--- src/rtl/aes_mask_pkg.sv ---
// Shared constants and state encoding for the aes_mask sequencer.
package aes_mask_pkg;

  localparam int unsigned DATA_W          = 128;
  localparam int unsigned ROUNDS_128_DFLT = 10;
  localparam int unsigned ROUNDS_256_DFLT = 14;

  typedef enum logic [2:0] {
    StIdle    = 3'd0,
    StInit    = 3'd1,
    StRound   = 3'd2,
    StFinal   = 3'd3,
    StWaitRes = 3'd4,
    StDone    = 3'd5
  } ctrl_state_e;

endpackage

--- src/rtl/aes_mask_ctrl_if.sv ---
// Job request / mask result handshake between the AES core and the mask sequencer.
interface aes_mask_ctrl_if;

  logic                             req_valid;
  logic                             req_ready;
  logic [aes_mask_pkg::DATA_W-1:0]  req_key;
  logic                             req_keylen;
  logic [aes_mask_pkg::DATA_W-1:0]  req_block;
  logic                             res_valid;
  logic                             res_ack;
  logic [aes_mask_pkg::DATA_W-1:0]  res_mask;

  modport master (
    output req_valid, req_key, req_keylen, req_block, res_ack,
    input  req_ready, res_valid, res_mask
  );

  modport slave (
    input  req_valid, req_key, req_keylen, req_block, res_ack,
    output req_ready, res_valid, res_mask
  );

endinterface

--- src/rtl/aes_mask_ctrl.sv ---
// Sequencer driving the aes_mask init/next/finalize strobes for one job at a time.
module aes_mask_ctrl
  import aes_mask_pkg::*;
#(
  parameter int unsigned ROUNDS_128 = ROUNDS_128_DFLT,
  parameter int unsigned ROUNDS_256 = ROUNDS_256_DFLT,
  parameter int unsigned CTR_W      = 4
) (
  input  logic              clk,
  input  logic              reset_n,
  aes_mask_ctrl_if.slave    bus,
  output logic              busy,
  output logic              m_init,
  output logic              m_next,
  output logic              m_finalize,
  output logic [DATA_W-1:0] m_key,
  output logic              m_keylen,
  output logic [DATA_W-1:0] m_block,
  input  logic [DATA_W-1:0] m_result
);

  localparam logic [CTR_W-1:0] CtrOne = CTR_W'(1);

  ctrl_state_e       state_q, state_d;
  logic [CTR_W-1:0]  ctr_q, ctr_d;
  logic [DATA_W-1:0] key_q, key_d;
  logic              keylen_q, keylen_d;
  logic [DATA_W-1:0] block_q, block_d;
  logic [DATA_W-1:0] res_mask_q, res_mask_d;
  logic              init_q, next_q, fin_q;

  always_comb begin
    state_d    = state_q;
    ctr_d      = ctr_q;
    key_d      = key_q;
    keylen_d   = keylen_q;
    block_d    = block_q;
    res_mask_d = res_mask_q;
    unique case (state_q)
      StIdle: begin
        if (bus.req_valid) begin
          key_d    = bus.req_key;
          keylen_d = bus.req_keylen;
          block_d  = bus.req_block;
          ctr_d    = bus.req_keylen ? CTR_W'(ROUNDS_256) : CTR_W'(ROUNDS_128);
          state_d  = StInit;
        end
      end
      StInit:  state_d = StRound;
      StRound: begin
        ctr_d = ctr_q - CtrOne;
        if (ctr_q == CtrOne) state_d = StFinal;
      end
      StFinal: state_d = StWaitRes;
      // Datapath state updated on the finalize edge, so the result is valid here.
      StWaitRes: begin
        res_mask_d = m_result;
        state_d    = StDone;
      end
      StDone: begin
        if (bus.res_ack) state_d = StIdle;
      end
      default: state_d = StIdle;
    endcase
  end

  always_ff @(posedge clk) begin
    if (!reset_n) begin
      state_q    <= StIdle;
      ctr_q      <= '0;
      key_q      <= '0;
      keylen_q   <= 1'b0;
      block_q    <= '0;
      res_mask_q <= '0;
      init_q     <= 1'b0;
      next_q     <= 1'b0;
      fin_q      <= 1'b0;
    end else begin
      state_q    <= state_d;
      ctr_q      <= ctr_d;
      key_q      <= key_d;
      keylen_q   <= keylen_d;
      block_q    <= block_d;
      res_mask_q <= res_mask_d;
      // Strobes track the state being entered, so they align with the state register.
      init_q     <= (state_d == StInit);
      next_q     <= (state_d == StRound);
      fin_q      <= (state_d == StFinal);
    end
  end

  assign bus.req_ready = (state_q == StIdle);
  assign bus.res_valid = (state_q == StDone);
  assign bus.res_mask  = res_mask_q;
  assign busy          = (state_q != StIdle);
  assign m_init        = init_q;
  assign m_next        = next_q;
  assign m_finalize    = fin_q;
  assign m_key         = key_q;
  assign m_keylen      = keylen_q;
  assign m_block       = block_q;

endmodule

--- src/flat_wrapper.sv ---
// flat-port wrapper written by rule: the top's interface ports become plain ports
module aes_mask_ctrl_flat import aes_mask_pkg::*;
#(
  parameter int unsigned ROUNDS_128 = ROUNDS_128_DFLT,
  parameter int unsigned ROUNDS_256 = ROUNDS_256_DFLT,
  parameter int unsigned CTR_W      = 4
)
  (clk, reset_n, busy, m_init, m_next, m_finalize, m_key, m_keylen, m_block, m_result, bus_req_valid, bus_req_key, bus_req_keylen, bus_req_block, bus_res_ack, bus_req_ready, bus_res_valid, bus_res_mask);
  aes_mask_ctrl_if bus_i ();
  input  logic clk;
  input  logic reset_n;
  output logic busy;
  output logic m_init;
  output logic m_next;
  output logic m_finalize;
  output logic [DATA_W-1:0] m_key;
  output logic m_keylen;
  output logic [DATA_W-1:0] m_block;
  input  logic [DATA_W-1:0] m_result;
  input wire logic [$bits(bus_i.req_valid)-1:0] bus_req_valid;
  input wire logic [$bits(bus_i.req_key)-1:0] bus_req_key;
  input wire logic [$bits(bus_i.req_keylen)-1:0] bus_req_keylen;
  input wire logic [$bits(bus_i.req_block)-1:0] bus_req_block;
  input wire logic [$bits(bus_i.res_ack)-1:0] bus_res_ack;
  output wire logic [$bits(bus_i.req_ready)-1:0] bus_req_ready;
  output wire logic [$bits(bus_i.res_valid)-1:0] bus_res_valid;
  output wire logic [$bits(bus_i.res_mask)-1:0] bus_res_mask;
  assign bus_i.req_valid = bus_req_valid;
  assign bus_i.req_key = bus_req_key;
  assign bus_i.req_keylen = bus_req_keylen;
  assign bus_i.req_block = bus_req_block;
  assign bus_i.res_ack = bus_res_ack;
  assign bus_req_ready = bus_i.req_ready;
  assign bus_res_valid = bus_i.res_valid;
  assign bus_res_mask = bus_i.res_mask;
  aes_mask_ctrl #(.ROUNDS_128(ROUNDS_128), .ROUNDS_256(ROUNDS_256), .CTR_W(CTR_W)) u_core (.clk(clk), .reset_n(reset_n), .bus(bus_i), .busy(busy), .m_init(m_init), .m_next(m_next), .m_finalize(m_finalize), .m_key(m_key), .m_keylen(m_keylen), .m_block(m_block), .m_result(m_result));
endmodule
--- config.mk ---
export PLATFORM = sky130hd
export DESIGN_NAME = aes_mask_ctrl_flat
export DESIGN_NICKNAME = d
export VERILOG_FILES = /design/src/rtl/aes_mask_pkg.sv /design/src/rtl/aes_mask_ctrl_if.sv /design/src/rtl/aes_mask_ctrl.sv /design/src/flat_wrapper.sv
export SDC_FILE = /design/constraint.sdc
export NUM_CORES = 1
export LEC_CHECK = 0
export CAP_MARGIN = 20
export CORE_AREA = 10 10 292 294
export DETAILED_ROUTE_END_ITERATION = 12
export DIE_AREA = 0 0 302 304
export GPL_TIMING_DRIVEN = 0
export PLACE_DENSITY = 0.41
export SLEW_MARGIN = 20
export SYNTH_ARGS = -nofsm -noshare
export SYNTH_HDL_FRONTEND = slang
export SYNTH_SLANG_ARGS = --single-unit
--- constraint.sdc ---
create_clock -name clk -period 2.4 [get_ports clk]
set_input_delay 0.6 -clock clk [delete_from_list [all_inputs] [get_ports clk]]
set_output_delay 0.6 -clock clk [all_outputs]
set_load 0.01 [all_outputs]
==> reports/qor.yml <==
ff2ff_setup_slack_ps: 370
drive_gt1_share_pct: 6.56
hold_end: "u_core.m_key[46]$_SDFFE_PN0P_"
internal-power_mw: 13.6
synth_seq_cells: 395
syn_nets: 2114
p_total_mw: 18.5
holdCritPathClass: "reg -> reg"
wl_um: 77500
fin_util_pct: 32.1
synthesis.area_um2: 14800
cts_root_buf: "clkbuf_16"
dieArea_um2: 91800
fmax_ghz: 0.434
ys_seq_area_share_pct: 53.6
final-max-slew-violation-count: 0
start_util_pct: 18.5
die_w_um: 302
synth_top_cell_by_area: "dfxtp_1"
cts_setup_buffers: 0
stdcell_area_um2: 25600
avgSynthCellArea_um2: 8.56
syn2layout_area_growth_pct: 73.5
reg2reg_depth: 6
grt_pass1_vias: 15117
max-vdd-ir-drop_uv: 436
r2r_start: "u_core.state_q[0]$_SDFF_PN0_"
track_usage_pct: 16.1
syn_inst: 1723
p_seq_share_pct: 39.1
pwr-share-comb_pct: 18.5
detail_route.drc_violations: 0
required_ps: 1800
drv_cap: 0
synth_edf_count: 0
p_per_area_nw_per_um2: 722
clockPowerShare_pct: 42.4
layout.nets: 2944
async_flop_share_pct: 0
hold_viol: 0
cts_tree: "yes"
dpl.hpwl_um: 63100
clkSlewWorstSetupHoldPaths_ps: 50
viasPerCell: 4.00
cts_sinks: 395
r2r_end: "u_core.m_block[14]$_SDFFE_PN0P_"
io_buffers: 778
synth-main-ff-cell: "dfxtp_1"
post-route-min-period_ps: 2300
switching_share_pct: 26.5
start_kind: "register"
arrival_ps: 1700
dpl.cell_count: 3561
post_drt_wl_per_cell_um: 21.2
clock_skew_ps: 8.22
yosys_warnings: 0
die_h_um: 304
worst-setup-path-type: "reg -> out"
setup_viol: 0
holdPathStages: 2
cts_buffers: 50
crit_path_end_kind: "output pin"
leakage_nw: 9.23
netlist_top_cells_area: "dfxtp_1, nand2_1, a21boi_1"
first_pass_iters: 7
max_slew_margin_pct: 36.8
vias: 14621
dpl-instance-area_um2: 23900
grt_overflow: 0
status: "finished, final reports clean"
synth_top_area_share_pct: 53.6
startpoint: "u_core.state_q[0]$_SDFF_PN0_"
ant_nets: 0
antenna_found_initial: 12
place.gp.congestion: 0.864
cts_max_level: 2
stdcell_count: 3657
fin_crit_sh_pct: 95.9
clkLatencyLatePin_ps: 580
rsz0062_at_grt: "false"
grt_pass1_wl_um: 109000
power_switching_mw: 4.90
setup_tns_ps: 0
tightest_slew_ps: 948
hold_buffers: 0
rows: 104
synth.distinct_cells: 34
grt_max_degree: 13
core_area_um2: 79600
crit_fanout: 10
drt_iter0_markers: 488
worstHoldStart: "u_core.m_key[46]$_SDFFE_PN0P_"
cts_buffer_depth: 3
ios: 780
worst max-delay path, stage by stage (launching register included):
cell and delay, ps:
dfxtp_1 310, buf_6 140, or3_4 390, inv_1 60, clkdlybuf4s15_2 220
kinds of logic (layout without fill, tap and decap cells):
group / after synthesis / in the layout / share of synthesized area, %
compound gates: 397 / 397 / 20.2
simple gates: 789 / 789 / 20.5
flops: 395 / 395 / 53.6
buf+inv: 138 / 1005 / 5.40
other cells: 0 / 7 / 0
mux: 1 / 1 / 0.0679
fa+ha+maj: 2 / 2 / 0.170
xor+xnor: 1 / 1 / 0.0594
synthesized netlist by cell type, types with 2 or more instances:
cell type	n
or3b_2	2
and2_1	3
buf_6	26
clkbuf_1	48
dfxtp_1	395
a21oi_1	3
nand2_1	773
buf_2	58
ha_1	2
inv_1	5
a21boi_1	230
a21boi_0	156
layout by cell type, fill, tap and decap left out, types with 2 or more instances in the layout:
| master | count |
|---|---|
| clkdlybuf4s50_1 | 775 |
| nand2_1 | 773 |
| dfxtp_1 | 395 |
| a21boi_1 | 230 |
| a21boi_0 | 156 |
| clkbuf_1 | 59 |
| buf_2 | 56 |
| clkbuf_16 | 53 |
| buf_6 | 27 |
| clkbuf_8 | 12 |
| diode_2 | 7 |
| clkinv_2 | 7 |
| inv_1 | 5 |
| bufinv_16 | 4 |
| and2_1 | 3 |
| a21oi_1 | 3 |
| or3b_2 | 2 |
| ha_1 | 2 |
state kept, by name (all words and copies together) (netlist names):
name / count
u_core.m_block: 128
u_core.state_q: 3
u_core.m_init: 1
u_core.m_key: 128
u_core.bus.res_mask: 128
u_core.ctr_q: 4
u_core.m_next: 1
u_core.m_finalize: 1
u_core.m_keylen: 1
area by class of cell:
type / count / area, µm²
tap: 1060 / 1330
clock buffer: 77 / 1540
timing repair buffer: 778 / 7790
fill: 8392 / 54000
inverter: 5 / 18.8
buffer: 133 / 788
clock inverter: 12 / 163
antenna: 7 / 17.5
multi-input combinational: 1190 / 6060
sequential: 395 / 7910
per-stage QoR:
| step | hold WS (ps) | setup slack [ps] |
|---|---|---|
| CTS | 452 | 1.89 |
| detailed placement | 444 | -632 |
| floorplan | 479 | 735 |
| global route | 465 | 6.04 |
| finish | 449 | 97.4 |
| global placement | 439 | -566 |
worst max-delay path by stage:
stage | cells after the start | slack, ps | to
global route | 4 | 6 | u_core.m_key[1]$_SDFFE_PN0P_
CTS | 4 | 2 | bus_req_ready
detailed placement | 4 | -630 | u_core.bus.res_mask[118]$_SDFFE_PN0N_
floorplan | 6 | 730 | u_core.m_block[0]$_SDFFE_PN0P_
finish | 4 | 100 | bus_req_ready
global placement | 4 | -570 | u_core.bus.res_mask[122]$_SDFFE_PN0N_
metal layers:
metal | vias to the layer above | share of wire [%] | track usage, %
met2 | 503 | 52 | 30.0
met1 | 6790 | 36 | 16.1
met5 | - | 0.11 | 0
li1 | 7220 | - | -
met4 | 14 | 2.0 | 3.57
met3 | 94 | 10 | 7.01
power by group through the flow:
| stage | Combinational [mW] | Sequential (mW) | Clock, mW |
|---|---|---|---|
| floorplan | 1.16 | 7.52 | 0 |
| global placement | 3.49 | 7.35 | 0 |
| detailed placement | 3.51 | 7.36 | 0 |
| CTS | 3.52 | 7.22 | 8.14 |
| global route | 3.73 | 7.27 | 8.35 |
| finish | 3.42 | 7.22 | 7.83 |
repair_timing:
item,4_1_cts,5_1_grt
hold endpoints to repair,0,0
setup endpoints to repair,3,4
resized for setup,8,6
Power figures use the tool's default switching activity.
